==> config.mk <==
export PLATFORM = sky130hd
export DESIGN_NAME = alu_result_fifo
export DESIGN_NICKNAME = d
export VERILOG_FILES = /design/src/rtl/alu_result_fifo.sv
export SDC_FILE = /design/constraint.sdc
export NUM_CORES = 1
export LEC_CHECK = 0
export ABC_AREA = 1
export CELL_PAD_IN_SITES_DETAIL_PLACEMENT = 0
export CELL_PAD_IN_SITES_GLOBAL_PLACEMENT = 1
export CORE_UTILIZATION = 25
export DETAILED_ROUTE_END_ITERATION = 7
export PLACE_DENSITY_LB_ADDON = 0.1
export SLEW_MARGIN = 10
export SYNTH_ARGS = -nofsm -noshare
export SYNTH_HDL_FRONTEND = slang
export SYNTH_SLANG_ARGS = --single-unit
==> constraint.sdc <==
create_clock -name clock -period 3.7 [get_ports clock]
set_input_delay 0.74 -clock clock [delete_from_list [all_inputs] [get_ports clock]]
set_output_delay 0.74 -clock clock [all_outputs]
set_load 0.01 [all_outputs]
==> src/rtl/alu_result_fifo.sv <==
// Registered in-order queue of ALU results (value, ovf/zero/neg flags, rd) feeding writeback, plus a sticky overflow bit.
// Latency: an entry pushed at edge N is on out_* with out_valid=1 in cycle N+1; there is no path from in_* to out_*.
// Backpressure: in_ready drops only when full, from registered state alone; a same-cycle pop does not reopen it.
module alu_result_fifo #(
    parameter int DEPTH = 4,
    parameter int AW    = $clog2(DEPTH)
) (
    input  logic          clock,
    input  logic          reset,
    input  logic          in_valid,
    output logic          in_ready,
    input  logic [31:0]   in_out,
    input  logic          in_overflow,
    input  logic          in_zero,
    input  logic          in_negative,
    input  logic [4:0]    in_rd,
    output logic          out_valid,
    input  logic          out_ready,
    output logic [31:0]   out_out,
    output logic          out_overflow,
    output logic          out_zero,
    output logic          out_negative,
    output logic [4:0]    out_rd,
    output logic [AW:0]   count,
    output logic          ovf_sticky,
    input  logic          clear_sticky
);

    // Occupancy value that means "no free slot".
    localparam logic [AW:0] FULL_COUNT = (AW+1)'(DEPTH);

    // Entry layout: {result[31:0], overflow, zero, negative, rd[4:0]}.
    logic [39:0]   mem [DEPTH];
    logic [AW-1:0] wr_ptr;
    logic [AW-1:0] rd_ptr;
    logic [AW:0]   occ;
    logic          sticky;
    logic          push;
    logic          pop;
    logic [39:0]   wr_entry;
    logic [39:0]   head_entry;

    // Handshake qualifiers; both depend only on registered occupancy plus the peer's request.
    always_comb begin
        in_ready  = (occ != FULL_COUNT);
        out_valid = (occ != '0);
        push      = in_valid && in_ready;
        pop       = out_valid && out_ready;
        wr_entry  = {in_out, in_overflow, in_zero, in_negative, in_rd};
    end

    // Storage is written only on an accepted push and never cleared; occupancy tracks validity.
    always_ff @(posedge clock) begin
        if (reset && push) begin
            mem[wr_ptr] <= wr_entry;
        end
    end

    // Pointer and occupancy bookkeeping; pointers wrap naturally because DEPTH is a power of two.
    always_ff @(posedge clock) begin
        if (!reset) begin
            wr_ptr <= '0;
            rd_ptr <= '0;
            occ    <= '0;
        end else begin
            if (push) begin
                wr_ptr <= wr_ptr + 1'b1;
            end
            if (pop) begin
                rd_ptr <= rd_ptr + 1'b1;
            end
            if (push && !pop) begin
                occ <= occ + 1'b1;
            end else if (pop && !push) begin
                occ <= occ - 1'b1;
            end
        end
    end

    // Sticky overflow: an accepted overflowing push beats a same-cycle clear; rejected pushes are invisible.
    always_ff @(posedge clock) begin
        if (!reset) begin
            sticky <= 1'b0;
        end else if (push && in_overflow) begin
            sticky <= 1'b1;
        end else if (clear_sticky) begin
            sticky <= 1'b0;
        end
    end

    // Present the head entry, forcing all data and flags to zero while the queue is empty.
    always_comb begin
        head_entry   = out_valid ? mem[rd_ptr] : 40'd0;
        out_out      = head_entry[39:8];
        out_overflow = head_entry[7];
        out_zero     = head_entry[6];
        out_negative = head_entry[5];
        out_rd       = head_entry[4:0];
        count        = occ;
        ovf_sticky   = sticky;
    end

endmodule

==> metrics.md, run 1 <==
| Metric | Value |
|---|---|
| # DRC | `0` |
| Layout cells sized above 1 | `7.55%` |
| Asr flop ratio synth | `0%` |
| Clock sink count | `170` |
| YS warnings | `0` |
| #FFs+latches synth | `170` |
| CTS H-tree lvls | `4` |
| Worst-path clk slew | `0.07 ns` |
| Core area | `27,000 um^2` |
| Postcts setup bufs | `0` |
| Post-route cell area | `8690 um^2` |
| CTS Buf Count | `17` |
| Final WL | `16.9 mm` |
| Total track usage | `12.5%` |
| Final period util | `90.4%` |
| Global route overflow | `0` |
| Post-CTS Resized | `0` |
| Max Freq | `299 MHz` |
| TritonRoute pass-1 iters | `4` |
| Syn_nets | `597` |
| # hold bufs at CTS | `0` |
| I/O pins | `91` |
| Cell family with most CP delay | `buffers and inverters` |
| Req. time, crit path | `2.96 ns` |
| WL/cell | `17.0 um` |
| Die area | `28,100 um^2` |
| Number of synthesized flops with an enable pin | `160` |
| CP Max Fanout | `80` |
| Via Count | `4,276` |
| Pwr Density | `723 nW/um^2` |
| Leakage | `2.90 nW` |
| Yosys cell types | `24` |
| Tmin final | `3.35 ns` |
| Slowest cell on crit path | `clkdlybuf4s50_1` |
| Placed cell area | `8060 um^2` |
| Dominant cells by area after synthesis | `edfxtp_1, nor2_1, o21ai_1` |
| Clock tree buffer depth | `2` |
| Layout Area Growth over Synthesis | `26.9%` |
| Maxcap violations | `0` |
| Vias per cell | `4.31` |
| Largest area contributor in the netlist | `edfxtp_1` |
| Vias in the first global route | `4,351` |
| Final hold vios | `0` |
| WP data arrival | `2.61 ns` |
| Post-layout nets | `687` |
| Rel. slew slack | `57.3%` |
| VDD IR max | `0.362 mV` |
| Max-slew violation count | `0` |
| Crit-path max cell delay | `0.61 ns` |
| Hpwl dp | `9.72 mm` |
| Setup TNS | `0 ns` |
| Cell area after synthesis | `6850 um^2` |
| CP Buf/Inv Count | `2` |
| Drt initial violations | `257` |
| Core Rows | `60` |
| RSZ-0062 raised after global routing | `no` |
| Worst Tran Pin Value | `0.641 ns` |
| Clk_lat worst skew | `0.42 ns` |
| Worst path cell trace | `inv_6 -> o21ai_0 -> a21oi_1 -> clkdlybuf4s50_1` |
| Die width | `168 um` |
| Initial Util | `25.4%` |
| Primary FF master, synth | `edfxtp_1` |
| Final setup violation count | `0` |
| Crit Path Class | `flop to output pin` |
| Antenna violations before repair | `2` |
| Worst setup EP type | `output pin` |
| PortBufs | `90` |
| Largest net degree at the start of global routing | `81` |
| Synth top area share | `70.1%` |
| RePlAce Congestion | `0.718` |
| Global-route wire length before repair | `25.9 mm` |
| Root Buffer | `clkbuf_16` |
| Min-delay worst type | `flop to flop` |
| Antenna viol nets, final | `0` |
| CP Launch Type | `flop` |
| Syn Inst Count | `546` |
| Status | `finished, final reports clean` |
| Clk_skew | `0.0100 ns` |
| Register area share after synthesis | `73.1%` |
| Die H | `168 um` |
| CTS tree | `yes` |
| Syn_area_per_cell | `12.5 um^2` |
report_power, final:
group | total (mW) | switching (mW) | internal (mW)
Combinational | 2.02 | 1.12 | 0.906
Clock | 1.91 | 0.722 | 1.19
Sequential | 2.35 | 0.103 | 2.24
worst paths after layout:
kind                           startpoint                 endpoint  slack [ns]  cells after the start
setup / recovery                     flop              out_out[12]        0.35                      4
hold reg to reg   ovf_sticky$_SDFFE_PN0P_  ovf_sticky$_SDFFE_PN0P_        0.46                      2
setup reg to reg    count[0]$_SDFFE_PN0P_      mem[3][8]$_DFFE_PP_        1.60                      5
hold / removal    ovf_sticky$_SDFFE_PN0P_  ovf_sticky$_SDFFE_PN0P_        0.46                      2
through the flow:
step / power (mW) / util [%] / cells / hold slack (ns) / setup WS, ns
floorplan: 3.48 / - / 546 / 0.467 / 0.487
global placement: 4.47 / 29.9 / 958 / 0.445 / 0.751
detailed placement: 4.47 / 29.9 / 958 / 0.444 / 0.739
CTS: 6.40 / 32.2 / 990 / 0.460 / 0.267
global route: 6.63 / 32.2 / 990 / 0.496 / 0.144
finish: 6.28 / 32.3 / 991 / 0.456 / 0.355
final cells by class:
cell class,count,area (um^2)
clock inverter,14,203
tap,341,427
timing repair buffer,101,1050
sequential,170,5010
multi-input combinational,330,1510
antenna,1,2.50
inverter,16,65.1
clock buffer,18,429
fill,2653,18300
Yosys cell counts, types with 2 or more instances:
cell type,instances
buf_4,4
o21ai_1,70
ha_1,5
nand3_1,5
buf_6,2
edfxtp_1,160
dfxtp_1,10
o21ai_0,11
inv_2,2
clkbuf_2,2
buf_12,7
buf_2,13
a21oi_1,43
nor2_1,174
inv_1,13
buf_8,2
nand2_1,16
cell usage in the layout, fill, tap and decap left out:
| master | synthesis | routed |
|---|---|---|
| o21ai_0 | 11 | 11 |
| inv_6 | 1 | 1 |
| clkbuf_1 | 0 | 1 |
| fa_1 | 1 | 1 |
| dfxtp_2 | 0 | 1 |
| nor2_4 | 0 | 4 |
| inv_2 | 2 | 2 |
| clkinv_4 | 0 | 3 |
| nand2_1 | 16 | 16 |
| clkbuf_16 | 0 | 17 |
| a21oi_1 | 43 | 43 |
| ha_1 | 5 | 5 |
| clkdlybuf4s50_1 | 0 | 90 |
| clkinv_1 | 0 | 5 |
| diode_2 | 0 | 1 |
| o21ai_1 | 70 | 70 |
| inv_1 | 13 | 13 |
| nor2_1 | 174 | 170 |
| xor2_1 | 1 | 1 |
| clkinvlp_4 | 0 | 1 |
| a21boi_2 | 1 | 1 |
| nor2_2 | 1 | 1 |
| dfxtp_1 | 10 | 8 |
| nand2_2 | 1 | 1 |
| buf_4 | 4 | 6 |
| nand3b_1 | 1 | 1 |
| edfxtp_1 | 160 | 160 |
| bufinv_16 | 0 | 5 |
| dfxtp_4 | 0 | 1 |
| nand3_1 | 5 | 5 |
| buf_12 | 7 | 5 |
cells by family (layout without fill, tap and decap cells):
| family | after synthesis | count (layout) | share of synthesized area (%) |
|---|---|---|---|
| other cells | 0 | 1 | 0 |
| simple gates | 198 | 198 | 11.1 |
| compound gates | 125 | 125 | 9.23 |
| buf+inv | 46 | 149 | 5.30 |
| fa+ha+maj | 6 | 6 | 1.21 |
| xor+xnor | 1 | 1 | 0.128 |
| flops | 170 | 170 | 73.1 |
worst register-to-register path, stage by stage (launching register included):
cell and delay [ns]:
dfxtp_1 0.44, nor2_2 0.09, a21boi_2 0.25, nand2_1 0.28
nor2_4 0.46, buf_12 0.26
sequential cells by signal (all words and copies together), names as in the netlist, named ones only:
register    count
count           3
mem           160
ovf_sticky      1
rd_ptr          2
wr_ptr          2
routing by layer:
layer  vias to the layer above  GRT usage, %  share of wire [%]
met5                         -             0               0.10
met4                         2          3.87               0.85
met3                        14          3.38                4.1
met2                        82          20.8                 49
met1                      2087          15.7                 46
li1                       2091             -                  -
No activity file was read; power rests on OpenSTA's default activity.
==> run 2: changes to the inputs <==
--- a/config.mk
+++ b/config.mk
@@ -15,3 +15,4 @@
 export SYNTH_ARGS = -nofsm -noshare
 export SYNTH_HDL_FRONTEND = slang
 export SYNTH_SLANG_ARGS = --single-unit
+export TNS_END_PERCENT = 50
==> results of run 2 <==
The final DEF is identical to that of run 1; final timing and power are the same.
==> run 3: changes to the inputs <==
--- a/config.mk
+++ b/config.mk
@@ -8,7 +8,7 @@
 export ABC_AREA = 1
 export CELL_PAD_IN_SITES_DETAIL_PLACEMENT = 0
 export CELL_PAD_IN_SITES_GLOBAL_PLACEMENT = 1
-export CORE_UTILIZATION = 25
+export CORE_UTILIZATION = 30
 export DETAILED_ROUTE_END_ITERATION = 7
 export PLACE_DENSITY_LB_ADDON = 0.1
 export SLEW_MARGIN = 10
==> metrics.md, run 3 (synthesis results as in run 1) <==
| Metric | Value |
|---|---|
| Status | `finished, final reports clean` |
| Die H | `153 um` |
| Setup TNS | `0 ns` |
| CTS tree | `yes` |
| RePlAce Congestion | `0.710` |
| Post-CTS Resized | `0` |
| Worst reg2reg setup slack | `1.68 ns` |
| RR Endpoint | `mem[3][8]$_DFFE_PP_` |
| Global-route wire length before repair | `24.7 mm` |
| Tmin final | `3.35 ns` |
| Clk_skew | `0.00804 ns` |
| Most frequent cells in the layout | `nor2_1, edfxtp_1, clkdlybuf4s50_1, o21ai_1, a21oi_1` |
| CTS Buf Count | `17` |
| Register with the most flip-flops | `mem` |
| Routed metal-1 wire length | `7.34 mm` |
| I/O pins | `91` |
| Root Buffer | `clkbuf_16` |
| Met2 wire len | `7.73 mm` |
| Worst setup EP type | `output pin` |
| Vias in the first global route | `4,398` |
| Via Count | `4,279` |
| # DRC | `0` |
| Clock sink count | `170` |
| Layout cells sized above 1 | `8.28%` |
| Post-layout nets | `690` |
| Capture point of the worst path | `out_out[15]` |
| Core area | `22,100 um^2` |
| Leakage | `2.87 nW` |
| Final setup violation count | `0` |
| Maxcap violations | `0` |
| Layout Area Growth over Synthesis | `24.5%` |
| FILL cells | `2,129` |
| Hold WS | `0.464 ns` |
| Req. time, crit path | `2.96 ns` |
| RR Startpoint | `count[1]$_SDFFE_PN0P_` |
| Worst Tran Pin Value | `0.785 ns` |
| Largest net degree at the start of global routing | `81` |
| Final WL | `15.9 mm` |
| Worst-path clk slew | `0.06 ns` |
| PortBufs | `90` |
| RSZ-0062 raised after global routing | `no` |
| Die area | `23,400 um^2` |
| # hold bufs at CTS | `0` |
| R2R depth | `5` |
| CP Launch Type | `flop` |
| DR top layer | `met5` |
| Switching share of power | `31.6%` |
| Total track usage | `14.1%` |
| Rel. slew slack | `47.6%` |
| Initial Util | `31.0%` |
| WP data arrival | `2.61 ns` |
| CP Max Fanout | `30` |
| WL/cell | `17.1 um` |
| DR WL met3 | `614 um` |
| Crit Path Class | `flop to output pin` |
| N_diodes | `0` |
| Max-slew violation count | `0` |
| CP startpoint | `count[1]$_SDFFE_PN0P_` |
| Antenna viol nets, final | `0` |
| Register area | `5010 um^2` |
| Multi-input gate area | `1510 um^2` |
| Register share of total power | `38.6%` |
| CTS H-tree lvls | `4` |
| Internal power | `4.14 mW` |
| Pwr Density | `710 nW/um^2` |
| Largest register FFs | `160` |
| Clock power share | `28.7%` |
| Core Rows | `54` |
| TritonRoute pass-1 iters | `4` |
| Hpwl dp | `8.96 mm` |
| Clk_lat worst skew | `0.43 ns` |
| Global route overflow | `0` |
| Max Freq | `298 MHz` |
| Final period util | `90.7%` |
| Vias per cell | `4.59` |
| Psw | `1.91 mW` |
| Combinational share of power | `32.7%` |
| Min-delay worst type | `flop to flop` |
| Die width | `153 um` |
| Drt initial violations | `180` |
| Commonest non-fill, non-tap cell in the layout | `nor2_1` |
| Final hold vios | `0` |
| Antenna violations before repair | `1` |
| VDD IR max | `0.346 mV` |
| Clock tree buffer depth | `2` |
run 3: changes by cell type in the layout (fill, tap and decap cells not counted), sizes merged:
cell	delta
buf	+3
clkinvlp	+3
clkbuf	+4
diode	-1
bufinv	-3
clkinv	-5
inv	+1
run 3: power groups by stage:
stage / combinational, mW / clock, mW / sequential, mW
after floorplan: 1.13 / 0 / 2.34
after global placement: 1.98 / 0 / 2.39
after detailed placement: 1.99 / 0 / 2.40
after CTS: 2.00 / 1.77 / 2.36
after global routing: 2.20 / 1.85 / 2.35
final: 1.98 / 1.74 / 2.34
run 3: worst max-delay path, stage by stage (launching register included):
cell	delay [ns]
dfxtp_1	0.36
nor2_2	0.20
nand2_2	0.13
inv_2	0.59
buf_4	0.32
a21oi_1	0.08
clkdlybuf4s50_1	0.49
run 3: worst min-delay path by stage:
stage | from | to | slack [ns] | cells after the start
2_1_floorplan | rd_ptr[1]$_SDFFE_PN0P_ | flop | 0.47 | 2
3_3_place_gp | ovf_sticky$_SDFFE_PN0P_ | ovf_sticky$_SDFFE_PN0P_ | 0.44 | 2
3_5_place_dp | ovf_sticky$_SDFFE_PN0P_ | ovf_sticky$_SDFFE_PN0P_ | 0.45 | 2
4_1_cts | ovf_sticky$_SDFFE_PN0P_ | ovf_sticky$_SDFFE_PN0P_ | 0.47 | 2
5_1_grt | ovf_sticky$_SDFFE_PN0P_ | ovf_sticky$_SDFFE_PN0P_ | 0.48 | 2
6_report | ovf_sticky$_SDFFE_PN0P_ | ovf_sticky$_SDFFE_PN0P_ | 0.46 | 2
run 3: cell type report:
class	count	area share [%]
Sequential cell	170	58.7
Multi-Input combinational cell	330	17.7
Timing Repair Buffer	104	11.9
Clock buffer	22	5.32
Tap cell	280	4.11
Clock inverter	10	1.41
Inverter	16	0.763
run 3: timing repair:
| item | 4_1_cts | 5_1_grt |
|---|---|---|
| endpoints found under the setup margin | 0 | 1 |
| hold endpoints to repair | 0 | 0 |
| setup buffers | 0 | 1 |
run 3: stage by stage:
step                      worst slack, ns  utilization (%)  std cells  instance area [um^2]  power, mW
after CTS                           0.149             38.5        931                  8510       6.13
after global routing                0.179             38.6        932                  8530       6.40
final                               0.345             38.6        932                  8530       6.06
after floorplan                     0.487                -        546                  6850       3.48
after detailed placement            0.621             35.9        899                  7940       4.39
after global placement              0.607             35.9        899                  7940       4.38
run 3: per-layer routing:
| layer | vias to the layer above | GRT usage, % |
|---|---|---|
| li1 | 2088 | - |
| met1 | 2093 | 17.5 |
| met2 | 80 | 23.9 |
| met3 | 16 | 3.63 |
| met4 | 2 | 4.95 |
| met5 | - | 0 |
